### src/rtl/sar_search_pkg.sv
// rtl/sar_search_pkg.sv - shared state type, width and midpoint helper for sar_search_ctrl
package sar_search_pkg;

  localparam int SAR_WIDTH = 8;

  typedef enum logic [1:0] {
    IDLE  = 2'd0,
    PROBE = 2'd1,
    STEP  = 2'd2,
    DONE  = 2'd3
  } sar_state_t;

  // Widened by one bit so the span and sum can never wrap, even for lo=0, hi=all-ones.
  function automatic logic [SAR_WIDTH-1:0] sar_mid(
    input logic [SAR_WIDTH-1:0] lo,
    input logic [SAR_WIDTH-1:0] hi
  );
    logic [SAR_WIDTH:0] w_span;
    logic [SAR_WIDTH:0] w_sum;
    w_span = {1'b0, hi} - {1'b0, lo};
    w_sum  = {1'b0, lo} + (w_span >> 1);
    return SAR_WIDTH'(w_sum);
  endfunction

endpackage

### src/rtl/sar_search_ctrl.sv
// rtl/sar_search_ctrl.sv - binary-search initiator driving trial values to an external comparator
module sar_search_ctrl
  import sar_search_pkg::*;
#(
  parameter int WIDTH = SAR_WIDTH
) (
  input  logic             clk,
  input  logic             rst_n,
  input  logic             start,
  input  logic             abort,
  output logic [WIDTH-1:0] trial,
  output logic             trial_valid,
  input  logic             cmp_valid,
  input  logic             cmp_equal,
  input  logic             cmp_greater,
  input  logic             cmp_less,
  output logic             busy,
  output logic             done,
  output logic             found,
  output logic             error,
  output logic [WIDTH-1:0] result
);

  sar_state_t       r_state;
  logic [WIDTH-1:0] r_lo;
  logic [WIDTH-1:0] r_hi;
  logic [WIDTH-1:0] r_trial;
  logic             r_found;
  logic             r_error;
  logic [WIDTH-1:0] r_result;

  sar_state_t       w_state_nxt;
  logic [WIDTH-1:0] w_lo_nxt;
  logic [WIDTH-1:0] w_hi_nxt;
  logic [WIDTH-1:0] w_trial_nxt;
  logic             w_found_nxt;
  logic             w_error_nxt;
  logic [WIDTH-1:0] w_result_nxt;
  logic             w_onehot;

  assign w_onehot = $onehot({cmp_equal, cmp_greater, cmp_less});

  always_ff @(posedge clk or negedge rst_n) begin
    if (!rst_n) begin
      r_state  <= IDLE;
      r_lo     <= '0;
      r_hi     <= '1;
      r_trial  <= '0;
      r_found  <= 1'b0;
      r_error  <= 1'b0;
      r_result <= '0;
    end else begin
      r_state  <= w_state_nxt;
      r_lo     <= w_lo_nxt;
      r_hi     <= w_hi_nxt;
      r_trial  <= w_trial_nxt;
      r_found  <= w_found_nxt;
      r_error  <= w_error_nxt;
      r_result <= w_result_nxt;
    end
  end

  always_comb begin
    w_state_nxt  = r_state;
    w_lo_nxt     = r_lo;
    w_hi_nxt     = r_hi;
    w_trial_nxt  = r_trial;
    w_found_nxt  = r_found;
    w_error_nxt  = r_error;
    w_result_nxt = r_result;
    case (r_state)
      IDLE: begin
        if (start) begin
          w_lo_nxt     = '0;
          w_hi_nxt     = '1;
          w_trial_nxt  = sar_mid('0, '1);
          w_found_nxt  = 1'b0;
          w_error_nxt  = 1'b0;
          w_result_nxt = '0;
          w_state_nxt  = PROBE;
        end
      end
      PROBE: begin
        if (cmp_valid) begin
          if (!w_onehot) begin
            w_error_nxt = 1'b1;
            w_found_nxt = 1'b0;
            w_state_nxt = DONE;
          end else if (cmp_equal) begin
            w_result_nxt = r_trial;
            w_found_nxt  = 1'b1;
            w_state_nxt  = DONE;
          end else if (cmp_greater) begin
            // Trial already at the top bound: nothing left above it.
            if (r_trial == r_hi) begin
              w_state_nxt = DONE;
            end else begin
              w_lo_nxt    = r_trial + WIDTH'(1);
              w_state_nxt = STEP;
            end
          end else begin
            if (r_trial == r_lo) begin
              w_state_nxt = DONE;
            end else begin
              w_hi_nxt    = r_trial - WIDTH'(1);
              w_state_nxt = STEP;
            end
          end
        end
      end
      STEP: begin
        w_trial_nxt = sar_mid(r_lo, r_hi);
        w_state_nxt = PROBE;
      end
      DONE: begin
        w_state_nxt = IDLE;
      end
      default: begin
        w_state_nxt = IDLE;
      end
    endcase
    if (abort) begin
      w_state_nxt  = IDLE;
      w_trial_nxt  = '0;
      w_found_nxt  = 1'b0;
      w_error_nxt  = 1'b0;
      w_result_nxt = '0;
    end
  end

  always_comb begin
    trial_valid = (r_state == PROBE);
    busy        = (r_state != IDLE);
    done        = (r_state == DONE);
  end

  assign trial  = r_trial;
  assign found  = r_found;
  assign error  = r_error;
  assign result = r_result;

endmodule

### config.mk
export PLATFORM = sky130hd
export DESIGN_NAME = sar_search_ctrl
export DESIGN_NICKNAME = d
export VERILOG_FILES = /design/src/rtl/sar_search_pkg.sv /design/src/rtl/sar_search_ctrl.sv
export SDC_FILE = /design/constraint.sdc
export NUM_CORES = 1
export LEC_CHECK = 0
export CORE_AREA = 3 3 106 108
export DETAILED_ROUTE_END_ITERATION = 10
export DIE_AREA = 0 0 109 111
export GPL_ROUTABILITY_DRIVEN = 0
export GPL_TIMING_DRIVEN = 1
export PLACE_DENSITY = 0.53
export SYNTH_ARGS = -nofsm -noshare
export SYNTH_HDL_FRONTEND = slang
export SYNTH_SLANG_ARGS = --single-unit
export TNS_END_PERCENT = 20
### constraint.sdc
create_clock -name clk -period 3.19 [get_ports clk]
set_clock_uncertainty 0.05 [all_clocks]
set_input_delay 0.319 -clock clk [delete_from_list [all_inputs] [get_ports clk]]
set_output_delay 0.319 -clock clk [all_outputs]
set_load 0.03 [all_outputs]
==> impl_metrics.yaml, run 1 <==
timing:
  fmax_ghz: 0.337
  fin_crit_sh_pct: 93.0
  setup_tns_ns: 0
  setup_viol_count_final: 0
  rsz0062_at_grt: "no"
  fin_crit_ns: 2.97
  slew_viol_final: 0
  slew_headroom_pct: 45.9
  finalHoldViolCount: 0
  max_slew.worst_pin.slew_ns: 0.811
drt:
  wl_per_cell_um: 14.6
  met1_length_um: 3210
  wl_met2_um: 3060
  dr.max_layer_used: "met4"
  antenna_left: 0
  route.met3.wl_um: 290
  wirelength_um: 6570
  viasPerCell: 4.60
  drtIter0Drc: 123
  via_count: 2065
  drtPass1Iterations: 4
  route.detailed.drc: 0
synthesis:
  synthTopCellsByArea: "dfrtp_1 (27%), ha_1 (8.2%), dfstp_2 (8.1%)"
  synth_ff_type: "dfrtp_1"
  synth_edf_count: 0
  synth_top_family_by_area: "compound AO/OA/AOI/OAI gates"
  netlist_area_sq_um: 2600
  async_flop_share_pct: 100
  yosys_warnings: 0
  synth_compound_area_share_pct: 17.9
  yosys.area_share.xor_xnor_pct: 14.0
  synth_top_area_share_pct: 26.9
  ys_seq_area_share_pct: 35.0
  synth-seq-cells: 36
  synthAdderAreaFrac_pct: 10.5
  avgSynthCellArea_sq_um: 9.19
  yosysUniqueCellTypes: 48
  yosys.area_share.simple_pct: 17.1
  synthMuxAreaShare_pct: 0
  synthesis.nets: 311
  syn_inst: 283
  synth.largest_area_cell: "dfrtp_1"
worst_setup_path:
  cpPeakStageDelay_ns: 0.58
  path_class: "register to register"
  end_kind: "register"
  cp_max_fo: 4
  crit_path_top_delay_cell: "dfstp_2"
  critPathBufInv: 0
  crit_chain: "ha_1 -> a21o_1 -> a21oi_2 -> o21bai_1 -> a21oi_1 -> xnor2_1 -> ha_1 -> o21a_1 -> o21a_1 -> o22ai_1 -> xnor3_1 -> nand2_1 -> a21oi_1"
  r2r_cells: 13
  r2r_start: "r_hi[1]"
  r2r_slack_ns: 0.22
  crit_family: "compound AO/OA/AOI/OAI gates"
  timing.rr.end: "trial[7]"
  setup.worst_path.start_class: "register"
  critPathRequiredTime_ns: 3.28
  arrival_ns: 3.06
final_layout:
  fillers: 1083
  utilization_pct: 30.2
  fin_nets: 340
  regArea_sq_um: 912
  multi_input_area_sq_um: 1560
  layout-drive-gt1-share_pct: 13.1
  finalNonFillerCells: 449
  diodes: 0
  layout-area-overhead-vs-synth_pct: 19.8
global_route:
  gr-total-overflow: 0
  grt_pass1_wl_um: 11100
  antenna_found_initial: 0
  grtUsageTotal_pct: 11.4
  first_global_vias: 2155
  grt_max_degree: 37
floorplan:
  die_w_um: 109
  die_h_um: 111
  design.core.area_sq_um: 10300
  std_cell_rows: 37
  initial_core_util_pct: 25.2
  io_pins: 29
  die_area_sq_um: 12100
cts:
  cts-root-buf: "clkbuf_8"
  cts.sinks: 36
  cts_resized: 0
  cts_buffer_depth: 2
  cts-htree-levels: 2
  cts_tree: "done"
  cts.hold.buffers_added: 0
  path_clk_slew_ns: 0.07
  clk_latency_ns: 0.28
  cts-buffers-inserted: 5
  cts_setup_buffers: 0
pwr:
  clkPwrFrac_pct: 28.6
  internal_power_uw: 783
  p_seq_share_pct: 44.1
  vdd_drop_max_uv: 197
  power_switching_uw: 398
  total_power_uw: 1180
  powerDensity_nw_per_um2: 379
  swShare_pct: 33.7
  leakagePower_uw: 0.00118
  comb_power_share_pct: 27.3
place:
  place_inst: 441
  port_buffers: 28
  dp_hpwl_um: 5020
worst_hold_path:
  hold_class: "primary input to async pin"
run_status:
  outcome: "completed"
run:
  cap_viol_max_count: 0
==> registers in the layout (all words and copies together), names as in the netlist <==
| signal | count |
|---|---|
| error | 1 |
| r_lo | 8 |
| trial | 8 |
| result | 8 |
| found | 1 |
| r_state | 2 |
| r_hi | 8 |
==> cell usage after synthesis, drive strengths merged (3+ instances only) <==
| cell type | n |
|---|---|
| nor2 | 23 |
| o21bai | 3 |
| inv | 17 |
| fa | 3 |
| nand2b | 5 |
| buf | 10 |
| o22ai | 8 |
| xnor2 | 20 |
| nand2 | 32 |
| a21oi | 20 |
| dfstp | 8 |
| a21o | 4 |
| xor2 | 18 |
| dfrtp | 28 |
| nand3 | 7 |
| nor3 | 8 |
| ha | 17 |
| a211oi | 5 |
| o21ai | 23 |
==> cell usage in the layout (no fill, tap or decap), drive strengths merged, types with 6 or more instances in the layout <==
master and n:
xnor2 20, inv 17, xor2 18, o21ai 23
nor2 23, dfrtp 28, dfstp 8, o22ai 8
buf 6, ha 17, a21oi 20, clkdlybuf4s50 27
nand3 7, clkbuf 6, nor3 8, nand2 32
==> power by group through the flow <==
stage	Sequential, uW	Clock (uW)	Combinational, uW
3_5_place_dp	529	0	322
5_1_grt	525	362	357
2_1_floorplan	532	0	215
3_3_place_gp	530	0	321
6_report	521	338	322
4_1_cts	521	344	324
==> worst max path at each step <==
| stage | depth (start not counted) | to | start | slack [ns] |
|---|---|---|---|---|
| CTS | 13 | trial[7] | r_hi[1] | 0.11 |
| finish | 13 | trial[7] | r_hi[1] | 0.22 |
| detailed placement | 13 | trial[7] | r_hi[1] | 0.15 |
| global placement | 13 | trial[7] | r_hi[1] | 0.19 |
| floorplan | 14 | trial[7] | r_lo[1] | 0.33 |
| global route | 13 | trial[7] | r_hi[1] | 0.003 |
==> stage by stage <==
step / hold slack (ns) / area, sq um / worst slack [ns]
4_1_cts: 0.105 / 3100 / 0.114
5_1_grt: 0.143 / 3120 / 0.00289
6_report: 0.0726 / 3120 / 0.222
3_5_place_dp: 0.417 / 3000 / 0.149
2_1_floorplan: -0.0266 / 2600 / 0.326
3_3_place_gp: 0.414 / 3000 / 0.189
==> cell type report <==
cell class,instances,share of cell area [%]
clock buffers,6,2.65
well taps,136,5.46
clock inverters,2,0.321
multi-input cells,219,50.2
flip-flops and latches,36,29.3
repair buffers,33,10.0
inverters,17,2.05
==> routing by layer <==
metal	GRT usage (%)	up-vias
met5	0	-
met4	1.26	0
met3	1.86	2
met2	18.2	49
met1	16.5	994
li1	-	1020
==> cell families after synthesis <==
| family | count (synthesis) |
|---|---|
| AOI/OAI and AO/OA | 70 |
| xor gates and xnor gates | 39 |
| adders and majority gates | 20 |
| buffers and inverters | 28 |
| DFF | 36 |
| and+or+nand+nor | 90 |
==> worst register-to-register path, cell delays in order (launching register included) <==
cell      delay (ns)
dfstp_2         0.58
ha_1            0.24
a21o_1          0.17
a21oi_2         0.20
o21bai_1        0.09
a21oi_1         0.17
xnor2_1         0.14
ha_1            0.29
o21a_1          0.19
o21a_1          0.16
o22ai_1         0.18
xnor3_1         0.24
nand2_1         0.08
a21oi_1         0.06
No activity file was read; power rests on OpenSTA's default activity.
==> run 2: changes to the inputs <==
--- a/config.mk
+++ b/config.mk
@@ -5,12 +5,14 @@
 export SDC_FILE = /design/constraint.sdc
 export NUM_CORES = 1
 export LEC_CHECK = 0
-export CORE_AREA = 3 3 106 108
+export CORE_AREA = 3 3 112 103
 export DETAILED_ROUTE_END_ITERATION = 10
-export DIE_AREA = 0 0 109 111
+export DIE_AREA = 0 0 115 106
+export DONT_BUFFER_PORTS = 1
 export GPL_ROUTABILITY_DRIVEN = 0
 export GPL_TIMING_DRIVEN = 1
-export PLACE_DENSITY = 0.53
+export PLACE_DENSITY = 0.49
+export SLEW_MARGIN = 20
 export SYNTH_ARGS = -nofsm -noshare
 export SYNTH_HDL_FRONTEND = slang
 export SYNTH_SLANG_ARGS = --single-unit
==> impl_metrics.yaml, run 2 (synthesis results as in run 1) <==
run_status:
  outcome: "completed"
final_layout:
  fin_nets: 317
  layout-drive-gt1-share_pct: 14.5
  mostFrequentLayoutCells: "nand2_1 (32), dfrtp_1 (28), nor2_1 (23), xnor2_1 (20), ha_1 (17)"
  layout_commonest_cell: "nand2_1"
  fillers: 1101
  diodes: 0
  layout-area-overhead-vs-synth_pct: 12.9
  final_area_sq_um: 2940
worst_setup_path:
  r2r_cells: 14
  cp_max_fo: 3
  setup.worst_path.start_class: "register"
  crit_path_top_delay_cell: "fa_1"
  arrival_ns: 3.13
  timing.rr.end: "trial[7]"
  cp.depth: 14
  cpPeakStageDelay_ns: 0.45
  r2r_start: "r_hi[0]"
  critPathRequiredTime_ns: 3.31
  critPathBufInv: 0
  path_class: "register to register"
  end_kind: "register"
  crit_chain: "nand2b_1 -> fa_1 -> a211oi_2 -> nor2_1 -> o21ai_0 -> nand2_1 -> xor2_2 -> ha_1 -> o21a_1 -> o21a_1 -> o22ai_1 -> xnor3_1 -> nand2_1 -> a21oi_1"
  crit_family: "compound AO/OA/AOI/OAI gates"
  r2r_slack_ns: 0.18
timing:
  setup_tns_ns: 0
  fin_crit_ns: 3.01
  rsz0062_at_grt: "no"
  fin_crit_sh_pct: 94.3
  max_slew.worst_pin.slew_ns: 0.695
  setup_viol_count_final: 0
  finalHoldViolCount: 0
  slew_headroom_pct: 53.5
  fmax_ghz: 0.333
  slew_viol_final: 0
drt:
  via_count: 2023
  drtPass1Iterations: 4
  antenna_left: 0
  route.detailed.drc: 0
  wirelength_um: 6990
  viasPerCell: 4.83
  drtIter0Drc: 78
  wl_per_cell_um: 16.7
worst_hold_path:
  hold_depth: 1
  hold_class: "primary input to register"
  hold_start: "abort"
  whs_endpoint: "trial[7]"
cts:
  cts.sinks: 36
  cts-buffers-inserted: 5
  cts_setup_buffers: 0
  path_clk_slew_ns: 0.06
  cts_buffer_depth: 2
  clk_latency_ns: 0.28
  cts-root-buf: "clkbuf_16"
  cts_tree: "done"
  cts-htree-levels: 2
place:
  port_buffers: 0
  place_area_sq_um: 2740
  dp_hpwl_um: 5310
floorplan:
  initial_core_util_pct: 25.2
  die_area_sq_um: 12200
  die_w_um: 115
  design.core.area_sq_um: 10300
  std_cell_rows: 35
  die_h_um: 106
  io_pins: 29
pwr:
  leakagePower_uw: 0.00113
  vdd_drop_max_uv: 214
  powerDensity_nw_per_um2: 447
global_route:
  gr-total-overflow: 0
  grtUsageTotal_pct: 12.1
  grt_max_degree: 37
  antenna_found_initial: 0
  grt_pass1_wl_um: 11600
  first_global_vias: 2074
run:
  cap_viol_max_count: 0
==> run 2: cell count changes in the layout (fill, tap and decap cells not counted) <==
| cell | previous run | this run |
|---|---|---|
| dfrtp_2 | 1 | 0 |
| o21ai_0 | 10 | 11 |
| buf_12 | 0 | 1 |
| buf_2 | 1 | 0 |
| clkdlybuf4s50_1 | 27 | 0 |
| clkbuf_8 | 6 | 1 |
| fa_1 | 2 | 3 |
| buf_4 | 5 | 8 |
| dfrtp_1 | 27 | 28 |
| dlygate4sd3_1 | 0 | 1 |
| clkbuf_16 | 0 | 5 |
| fa_2 | 1 | 0 |
| o21ai_1 | 11 | 10 |
==> run 2: metrics by stage <==
| step | std cells | worst slack, ns | total power [uW] | utilization [%] | hold WS [ns] |
|---|---|---|---|---|---|
| 2_1_floorplan | 283 | 0.326 | 747 | - | -0.0266 |
| 3_3_place_gp | 409 | 0.202 | 802 | 26.5 | -0.0245 |
| 3_5_place_dp | 409 | 0.161 | 805 | 26.5 | -0.0246 |
| 4_1_cts | 419 | 0.132 | 1330 | 28.3 | 0.0443 |
| 5_1_grt | 419 | 0.00273 | 1380 | 28.4 | 0.0391 |
| 6_report | 419 | 0.183 | 1310 | 28.4 | 0.0490 |
==> run 2: area by class of cell <==
class                      instances  area [sq um]  area share (%)
clock buffer                       6           139            4.73
clock inverter                     2          10.0           0.341
inverter                          17          63.8            2.17
multi-input combinational        219          1560            53.2
sequential                        36           911            31.0
tap                              129           161            5.50
timing repair buffer              10          90.1            3.07
==> run 2: metal layers <==
metal | GRT usage (%) | share of wire, % | vias to the layer above
met5 | 0 | 0 | -
li1 | - | - | 985
met3 | 3.24 | 6.6 | 7
met2 | 16.9 | 42 | 46
met1 | 18.3 | 51 | 985
met4 | 3.10 | 1.1 | 0
==> run 2: where the power goes <==
part	total (uW)	switching [uW]	leakage, uW	internal, uW
Clock	501	193	0.0000766	308
Sequential	523	44.0	0.000464	479
Combinational	290	186	0.000590	104
==> run 2: worst max path at each step <==
stage	startpoint	endpoint	slack (ns)
floorplan	r_lo[1]	trial[7]	0.33
detailed placement	r_hi[0]	trial[7]	0.16
CTS	r_hi[1]	trial[7]	0.13
finish	r_hi[0]	trial[7]	0.18
global placement	r_hi[0]	trial[7]	0.20
global route	r_hi[0]	trial[7]	0.003
==> run 2: timing repair <==
| action | 4_1_cts | 5_1_grt |
|---|---|---|
| gates resized for setup | 0 | 3 |
| endpoints found under the hold margin | 36 | 0 |
| hold buffers | 2 | 0 |
| endpoints found under the setup margin | 0 | 1 |
==> run 3: changes to the inputs <==
--- a/config.mk
+++ b/config.mk
@@ -5,9 +5,9 @@
 export SDC_FILE = /design/constraint.sdc
 export NUM_CORES = 1
 export LEC_CHECK = 0
-export CORE_AREA = 3 3 112 103
+export CORE_AREA = 3 3 106 108
 export DETAILED_ROUTE_END_ITERATION = 10
-export DIE_AREA = 0 0 115 106
+export DIE_AREA = 0 0 109 111
 export DONT_BUFFER_PORTS = 1
 export GPL_ROUTABILITY_DRIVEN = 0
 export GPL_TIMING_DRIVEN = 1
==> impl_metrics.yaml, run 3 (synthesis results as in run 1) <==
run_status:
  outcome: "completed"
worst_setup_path:
  endpoint: "trial[7]"
  crit_path_top_delay_cell: "fa_2"
  arrival_ns: 3.11
  crit_family: "compound AO/OA/AOI/OAI gates"
  crit_chain: "nand2b_1 -> fa_2 -> a211oi_1 -> nor2_1 -> o21ai_0 -> nand2_1 -> xor2_2 -> ha_1 -> o21a_1 -> o21a_1 -> o22ai_1 -> xnor3_1 -> nand2_1 -> a21oi_1"
  r2r_cells: 14
  r2r_slack_ns: 0.22
  cp.depth: 14
  cp-startpoint: "r_hi[0]"
  cpPeakStageDelay_ns: 0.39
  r2r_start: "r_hi[0]"
  critPathBufInv: 0
  cp_max_fo: 3
  path_class: "register to register"
  timing.rr.end: "trial[7]"
  end_kind: "register"
  setup.worst_path.start_class: "register"
  critPathRequiredTime_ns: 3.33
drt:
  viasPerCell: 4.61
  route.detailed.drc: 0
  wirelength_um: 6690
  antenna_left: 0
  wl_per_cell_um: 15.6
  via_count: 1972
  drtPass1Iterations: 4
  drtIter0Drc: 106
pwr:
  vdd_drop_max_uv: 277
  total_power_uw: 1260
  powerDensity_nw_per_um2: 429
  p_seq_share_pct: 42.1
  clkPwrFrac_pct: 36.0
  leakagePower_uw: 0.00113
  comb_power_share_pct: 22.0
  internal_power_uw: 859
  swShare_pct: 31.9
  power_switching_uw: 402
worst_hold_path:
  hold_class: "primary input to register"
  hold_depth: 1
cts:
  cts_buffer_depth: 2
  cts-root-buf: "clkbuf_8"
  cts.sinks: 36
  clk_latency_ns: 0.29
  cts-htree-levels: 2
  cts_tree: "done"
  cts-buffers-inserted: 5
  path_clk_slew_ns: 0.09
timing:
  finalHoldViolCount: 0
  setup_tns_ns: 0
  fmax_ghz: 0.337
  slew_headroom_pct: 56.0
  rsz0062_at_grt: "no"
  fin_crit_ns: 2.97
  max_slew.worst_pin.slew_ns: 0.657
  setup_viol_count_final: 0
  fin_crit_sh_pct: 93.1
  slew_viol_final: 0
  fin_hold_ws_ns: 0.0265
floorplan:
  std_cell_rows: 37
  io_pins: 29
  design.core.area_sq_um: 10300
  die_h_um: 111
  die_area_sq_um: 12100
  initial_core_util_pct: 25.2
  die_w_um: 109
final_layout:
  mostFrequentLayoutCells: "nand2_1 (32), dfrtp_1 (28), nor2_1 (23), xnor2_1 (20), ha_1 (17)"
  layout-area-overhead-vs-synth_pct: 12.9
  diodes: 0
  layout_commonest_cell: "nand2_1"
  utilization_pct: 28.4
  fin_nets: 319
  fillers: 1095
  layout-drive-gt1-share_pct: 15.1
global_route:
  gr-total-overflow: 0
  first_global_vias: 1957
  grt_max_degree: 37
  antenna_found_initial: 0
  grt_pass1_wl_um: 10900
  grtUsageTotal_pct: 11.5
place:
  dp_hpwl_um: 5100
  port_buffers: 0
run:
  cap_viol_max_count: 0
## run 3: cell count changes in the layout (fill, tap and decap cells not counted), sizes merged
cell / delta
buf: +2
bufinv: +1
clkbuf: +1
clkinv: -2
## run 3: worst register-to-register path, cell delays in order, from the launching register on
cell and delay (ns):
dfstp_2 0.38, nand2b_1 0.17, fa_2 0.39, a211oi_1 0.23, nor2_1 0.11, o21ai_0 0.15, nand2_1 0.11, xor2_2 0.16
ha_1 0.30, o21a_1 0.11, o21a_1 0.16, o22ai_1 0.18, xnor3_1 0.24, nand2_1 0.07, a21oi_1 0.06
## run 3: routing by layer
layer / vias to the layer above / global-route usage, % / wire [um]
li1: 982 / - / -
met5: - / 0 / 0
met4: 0 / 3.11 / 113
met3: 9 / 3.15 / 360
met2: 43 / 17.4 / 2980
met1: 938 / 15.9 / 3240
## run 3: stage by stage
stage | std cells | setup slack [ns] | instance area (sq um)
detailed placement | 416 | 0.141 | 2750
finish | 428 | 0.219 | 2940
CTS | 426 | 0.116 | 2910
global placement | 416 | 0.169 | 2750
floorplan | 283 | 0.326 | 2600
global route | 428 | 0.000947 | 2940
## run 3: what timing repair did
item                                    in CTS  in global routing
buffers inserted                             0                  2
endpoints found under the setup margin       0                  1
hold buffers                                 2                  0
resized for setup                            0                  3
hold endpoints to repair                    36                  0
## run 3: power by group through the flow
stage               registers, uW  logic, uW  clock network (uW)
floorplan                     532        215                   0
global placement              539        262                   0
detailed placement            540        262                   0
CTS                           531        277                 459
global route                  535        310                 477
finish                        530        277                 453
## run 3: worst min-delay path by stage
stage               startpoint       end  slack, ns
global route             abort  trial[3]       0.02
global placement         rst_n     error      -0.03
CTS                      abort  trial[5]       0.02
floorplan                rst_n     error      -0.03
finish                   abort  trial[3]       0.03
detailed placement       rst_n     error      -0.03
## run 3: area by class of cell
class	instances	area (sq um)	area share, %
Timing Repair Buffer	12	105	3.58
Multi-Input combinational cell	219	1560	53.1
Sequential cell	36	911	31.0
Clock buffer	7	96.3	3.28
Inverter	17	63.8	2.17
Clock inverter	1	30.0	1.02
Tap cell	136	170	5.80
